==> config.mk <==
export PLATFORM = sky130hd
export DESIGN_NAME = common_freelist_alloc_1a1r_flat
export DESIGN_NICKNAME = d
export VERILOG_FILES = /design/src/rtl/common_freelist_alloc_1a1r_if.sv /design/src/rtl/common_freelist_alloc_1a1r.sv /design/src/flat_wrapper.sv
export SDC_FILE = /design/constraint.sdc
export NUM_CORES = 1
export LEC_CHECK = 0
export BUFFER_PORTS_ARGS = -buffer_cell sky130_fd_sc_hd__buf_4
export CAP_MARGIN = 20
export CORE_ASPECT_RATIO = 0.5
export CORE_MARGIN = 2
export CORE_UTILIZATION = 58
export DETAILED_ROUTE_END_ITERATION = 7
export HOLD_SLACK_MARGIN = 0.03
export PLACE_DENSITY = 0.9
export SKIP_CTS_REPAIR_TIMING = 1
export SLEW_MARGIN = 20
export SYNTH_ARGS = -nofsm -noshare
export SYNTH_HDL_FRONTEND = slang
export SYNTH_SLANG_ARGS = --single-unit
==> constraint.sdc <==
create_clock -name clk -period 9.1 [get_ports clk]
set_input_delay 0.91 -clock clk [delete_from_list [all_inputs] [get_ports clk]]
set_output_delay 0.91 -clock clk [all_outputs]
set_load 0.005 [all_outputs]
==> src/rtl/common_freelist_alloc_1a1r_if.sv <==
// Bundle between the free-tag allocator, its consumer and the external free-list FIFO.
// Ports: alloc_* (tag offer/take), release_* (tag return), fifo_* (FIFO push/pop/status),
//        free_count / err_release / err_sticky (status). "slave" is the allocator side.
interface common_freelist_alloc_1a1r_if #(
  parameter int TAG_WIDTH = 6,
  parameter int CNT_WIDTH = 5
);
  logic                 alloc_valid;
  logic [TAG_WIDTH-1:0] alloc_tag;
  logic                 alloc_take;
  logic                 release_valid;
  logic [TAG_WIDTH-1:0] release_tag;
  logic [TAG_WIDTH-1:0] fifo_din;
  logic                 fifo_wen;
  logic [TAG_WIDTH-1:0] fifo_dout;
  logic                 fifo_ren;
  logic                 fifo_empty;
  logic                 fifo_full;
  logic [CNT_WIDTH-1:0] free_count;
  logic                 err_release;
  logic                 err_sticky;

  modport slave (
    output alloc_valid, alloc_tag, fifo_din, fifo_wen, fifo_ren,
           free_count, err_release, err_sticky,
    input  alloc_take, release_valid, release_tag, fifo_dout, fifo_empty, fifo_full
  );

  modport master (
    input  alloc_valid, alloc_tag, fifo_din, fifo_wen, fifo_ren,
           free_count, err_release, err_sticky,
    output alloc_take, release_valid, release_tag, fifo_dout, fifo_empty, fifo_full
  );
endinterface

==> src/rtl/common_freelist_alloc_1a1r.sv <==
// Free-tag allocator: prefetches the free-list FIFO head into a registered stage and returns released tags to the FIFO tail.
// Latency: tag offered one edge after its FIFO pop; a released tag reaches alloc_tag no sooner than two edges after release.
// Backpressure: consumer stalls by holding alloc_take low; illegal releases (out of range, not in use, FIFO full) are dropped and flagged.
// Ports: clk, resetn (async, active-low); bus (slave modport) carries alloc_*, release_*, fifo_*, free_count, err_release, err_sticky.
module common_freelist_alloc_1a1r #(
  parameter int TAG_WIDTH = 6,
  parameter int TAG_COUNT = 16,
  parameter int CNT_WIDTH = 5
) (
  input  logic                         clk,
  input  logic                         resetn,
  common_freelist_alloc_1a1r_if.slave  bus
);

  logic                 stage_valid;
  logic [TAG_WIDTH-1:0] stage_tag;
  logic [TAG_COUNT-1:0] in_use;
  logic [CNT_WIDTH-1:0] free_count;
  logic                 err_release;
  logic                 err_sticky;

  logic take;
  logic pop;
  logic rel_in_use;
  logic rel_legal;
  logic rel_reject;

  assign take = bus.alloc_take & stage_valid;
  // Refill the stage whenever it is empty or being emptied this cycle.
  assign pop  = (~stage_valid | take) & ~bus.fifo_empty;

  // Only tags below TAG_COUNT match an entry, so out-of-range tags read as not in use.
  always_comb begin
    rel_in_use = 1'b0;
    for (int i = 0; i < TAG_COUNT; i++) begin
      if (bus.release_tag == TAG_WIDTH'(i)) rel_in_use = in_use[i];
    end
  end

  // in_use is the registered value, so a tag taken this same cycle cannot be released yet.
  assign rel_legal  = bus.release_valid & rel_in_use & ~bus.fifo_full;
  assign rel_reject = bus.release_valid & ~rel_legal;

  always_ff @(posedge clk or negedge resetn) begin
    if (!resetn) begin
      stage_valid <= 1'b0;
      stage_tag   <= '0;
      in_use      <= '0;
      free_count  <= CNT_WIDTH'(TAG_COUNT);
      err_release <= 1'b0;
      err_sticky  <= 1'b0;
    end else begin
      if (pop) begin
        stage_valid <= 1'b1;
        stage_tag   <= bus.fifo_dout;
      end else if (take) begin
        stage_valid <= 1'b0;
      end

      for (int i = 0; i < TAG_COUNT; i++) begin
        if (take && stage_tag == TAG_WIDTH'(i)) begin
          in_use[i] <= 1'b1;
        end else if (rel_legal && bus.release_tag == TAG_WIDTH'(i)) begin
          in_use[i] <= 1'b0;
        end
      end

      case ({rel_legal, take})
        2'b10:   free_count <= free_count + CNT_WIDTH'(1);
        2'b01:   free_count <= free_count - CNT_WIDTH'(1);
        default: free_count <= free_count;
      endcase

      err_release <= rel_reject;
      err_sticky  <= err_sticky | rel_reject;
    end
  end

  assign bus.alloc_valid = stage_valid;
  assign bus.alloc_tag   = stage_valid ? stage_tag : '0;
  assign bus.fifo_din    = bus.release_tag;
  assign bus.fifo_wen    = rel_legal;
  assign bus.fifo_ren    = pop;
  assign bus.free_count  = free_count;
  assign bus.err_release = err_release;
  assign bus.err_sticky  = err_sticky;

endmodule

==> src/flat_wrapper.sv <==
// flat-port wrapper written by rule: the top's interface ports become plain ports
module common_freelist_alloc_1a1r_flat 
#(
  parameter int TAG_WIDTH = 6,
  parameter int TAG_COUNT = 16,
  parameter int CNT_WIDTH = 5
)
  (clk, resetn, bus_alloc_valid, bus_alloc_tag, bus_fifo_din, bus_fifo_wen, bus_fifo_ren, bus_free_count, bus_err_release, bus_err_sticky, bus_alloc_take, bus_release_valid, bus_release_tag, bus_fifo_dout, bus_fifo_empty, bus_fifo_full);
  common_freelist_alloc_1a1r_if #(.TAG_WIDTH(TAG_WIDTH), .CNT_WIDTH(CNT_WIDTH)) bus_i ();
  input  logic clk;
  input  logic resetn;
  output wire logic [$bits(bus_i.alloc_valid)-1:0] bus_alloc_valid;
  output wire logic [$bits(bus_i.alloc_tag)-1:0] bus_alloc_tag;
  output wire logic [$bits(bus_i.fifo_din)-1:0] bus_fifo_din;
  output wire logic [$bits(bus_i.fifo_wen)-1:0] bus_fifo_wen;
  output wire logic [$bits(bus_i.fifo_ren)-1:0] bus_fifo_ren;
  output wire logic [$bits(bus_i.free_count)-1:0] bus_free_count;
  output wire logic [$bits(bus_i.err_release)-1:0] bus_err_release;
  output wire logic [$bits(bus_i.err_sticky)-1:0] bus_err_sticky;
  input wire logic [$bits(bus_i.alloc_take)-1:0] bus_alloc_take;
  input wire logic [$bits(bus_i.release_valid)-1:0] bus_release_valid;
  input wire logic [$bits(bus_i.release_tag)-1:0] bus_release_tag;
  input wire logic [$bits(bus_i.fifo_dout)-1:0] bus_fifo_dout;
  input wire logic [$bits(bus_i.fifo_empty)-1:0] bus_fifo_empty;
  input wire logic [$bits(bus_i.fifo_full)-1:0] bus_fifo_full;
  assign bus_alloc_valid = bus_i.alloc_valid;
  assign bus_alloc_tag = bus_i.alloc_tag;
  assign bus_fifo_din = bus_i.fifo_din;
  assign bus_fifo_wen = bus_i.fifo_wen;
  assign bus_fifo_ren = bus_i.fifo_ren;
  assign bus_free_count = bus_i.free_count;
  assign bus_err_release = bus_i.err_release;
  assign bus_err_sticky = bus_i.err_sticky;
  assign bus_i.alloc_take = bus_alloc_take;
  assign bus_i.release_valid = bus_release_valid;
  assign bus_i.release_tag = bus_release_tag;
  assign bus_i.fifo_dout = bus_fifo_dout;
  assign bus_i.fifo_empty = bus_fifo_empty;
  assign bus_i.fifo_full = bus_fifo_full;
  common_freelist_alloc_1a1r #(.TAG_WIDTH(TAG_WIDTH), .TAG_COUNT(TAG_COUNT), .CNT_WIDTH(CNT_WIDTH)) u_core (.clk(clk), .resetn(resetn), .bus(bus_i));
endmodule
==> run metrics <==
fin crit period 4020 ps; DR iter-0 viols ~170; fin crit share 0.442; first-pass iteration count of the detailed router 4; GR Overflow Total 0; most common cell after layout, fill and taps aside buf_4; dpl hpwl between 3000 and 4000 um; CTS root buf clkbuf_8; DR vias around 1700; ranking of synthesized cells by area dfrtp_1 38%, nand2_1 6.3%, o31ai_1 4.3%; vias in the first global route around 1600; fin area 2260 um2; Filler cells 234; sequential area share after synthesis 0.393; Syn Inst Count roughly 210; final setup vio count 0; outcome finished clean; Starting Density 0.624; Async S/R FF share, synth 1.00; full die area between 3000 and 4000 um2; first-pass GRT wire length between 7000 and 8000 um; P per Cell Area between 200 and 250 nW/um2; largest area contributor in the netlist dfrtp_1; CP Launch Type primary input; worst path required time 9320 ps; GP Congestion slightly above 0.9; max-cap violations 0; Worst-Margin Slew 896 ps; EDFF count, synth 0; IO buf count 39; Layout Nets about 270; share of layout cells above drive strength 1 0.256; drt via density 5.97; Reg power frac 0.441; cells on worst reg2reg path 15; cell area after synthesis 1910 um2; WS Path Type primary input to register; net count after synthesis between 200 and 250; Pins Over Slew Limit 0; Num CTS Buffers 5; Antenna Nets Post-Route 0; RSZ-0062 raised after global routing no; htree depth 2; Max FO, Critical Path 7; Rel. slew slack 0.399; row count 14; Final Skew around 10 ps; synthesis-stage register bit count 30; Clock Tree Buf Depth 2; P_sw 156 uW; Leakage ~0.001 uW; Unique masters post-synth 54; most frequent cells in the layout 39 x buf_4, 32 x nand2_1, 29 x dfrtp_1; Yosys Warn Count 0; Peak VDD IR 0.150 mV; # IOs 40; pin count of the biggest net entering global routing 31; syn avg cell area approximately 9.0 um2; CTS clk-pin slew, worst paths about 70 ps; gr usage total 0.265; DRC viols 0; CTS tree yes; clock power share 0.247; final wirelength between 4000 and 5000 um; switch share 0.338; Die W around 85 um; Top FF cell, synth dfrtp_1; area delta synth->final 18.2%; WHS 467 ps; Critical Path AT between 4000 and 5000 ps; crit end category register; Synth top area share 0.379; later-pin clock latency in the skew report slightly below 300 ps; initial antenna violation count 0; R2R Setup Slk 5640 ps; diode count 0; worst hold path type register to register; Final Hold Fails 0; Register Area roughly 750 um2; Min-Delay Path Depth 1; WL/cell approximately 16 um; core box area between 3000 and 4000 um2; clock tree sinks 30; Cell Int Power about 300 uW; combinational power share 0.312; f_max approximately 0.25 GHz; Setup TNS Final 0 ps; multi-input logic area roughly 1100 um2; Die H roughly 45 um; Placement Cell Area approximately 2200 um2
area by class of cell:
| cell class | count | share of cell area |
|---|---|---|
| clock buffers | 6 | 0.0365 |
| clock inverters | 2 | 0.00553 |
| inverters | 5 | 0.00830 |
| multi-input cells | 164 | 0.465 |
| flip-flops and latches | 30 | 0.333 |
| well taps | 40 | 0.0221 |
| repair buffers | 39 | 0.129 |
synthesized netlist by cell type, drive strengths merged, types with 2 or more instances:
cell     n
nor2     9
nand2b   6
o21ai   14
or2      2
nand3    9
or3      2
a32oi    3
clkbuf   3
ha       4
and3     2
and2     6
nor2b    7
a21oi    6
nand2   32
mux2     6
o31ai   11
nor3     6
dfrtp   29
nand4    5
xor2     6
buf     11
inv      5
nor3b    2
and3b    2
o21a     2
a22oi    3
kinds of logic after synthesis:
group,after synthesis,synth area share
AO/OA/AOI/OAI,51,0.186
flip-flops,30,0.393
XOR/XNOR,7,0.0320
multiplexers,7,0.0405
adder cells (fa/ha/maj),4,0.0262
AND/OR/NAND/NOR,95,0.266
buffers and inverters,19,0.0569
critical path, cell delays in order:
cell      delay, ps
buf_4           120
or2_4           270
a2111o_1        410
o21a_1          220
a21oi_2         130
nor2b_2          60
or3_1           400
ha_1            300
xor2_1          260
ha_1            250
a21boi_0        230
o22a_1          180
a21oi_1          70
xor2_1          140
nor2_1          120
xor2_1          160
sequential cells by signal (all words and copies together) (netlist names):
register and flops:
u_core.bus.err_sticky 1, u_core.stage_tag 6, u_core.in_use 16, u_core.bus.free_count 5, u_core.bus.err_release 1, u_core.bus.alloc_valid 1
through the flow:
step	total power [uW]	setup slack [ps]	std cells	util
global route	489	4860	286	0.738
global placement	338	5010	278	0.707
CTS	461	5120	286	0.738
detailed placement	347	4820	278	0.707
finish	462	5080	286	0.738
floorplan	290	5220	213	-
path summary, 6_finish.rpt:
| kind | startpoint | endpoint |
|---|---|---|
| max | bus_release_tag[5] | u_core.bus.free_count[4] |
| min | u_core.bus.err_sticky | u_core.bus.err_sticky |
| max reg2reg | u_core.in_use[2] | u_core.bus.free_count[4] |
| min reg2reg | u_core.bus.err_sticky | u_core.bus.err_sticky |
| max in group asynchronous | resetn | u_core.bus.free_count[4] |
| min in group asynchronous | resetn | u_core.in_use[1] |
routing by layer:
layer	share of wire	global-route usage	up-vias
met5	0	0	-
met4	0.020	0.102	0
met3	0.087	0.0634	12
met2	0.45	0.434	83
met1	0.44	0.348	786
li1	-	-	825
power groups by stage:
stage               sequential (uW)  clock [uW]  combinational [uW]
floorplan                       193           0                97.9
global placement                202           0                 136
detailed placement              204           0                 143
CTS                             203         114                 144
global route                    210         119                 160
finish                          204         114                 144
No activity file was read; power rests on OpenSTA's default activity.
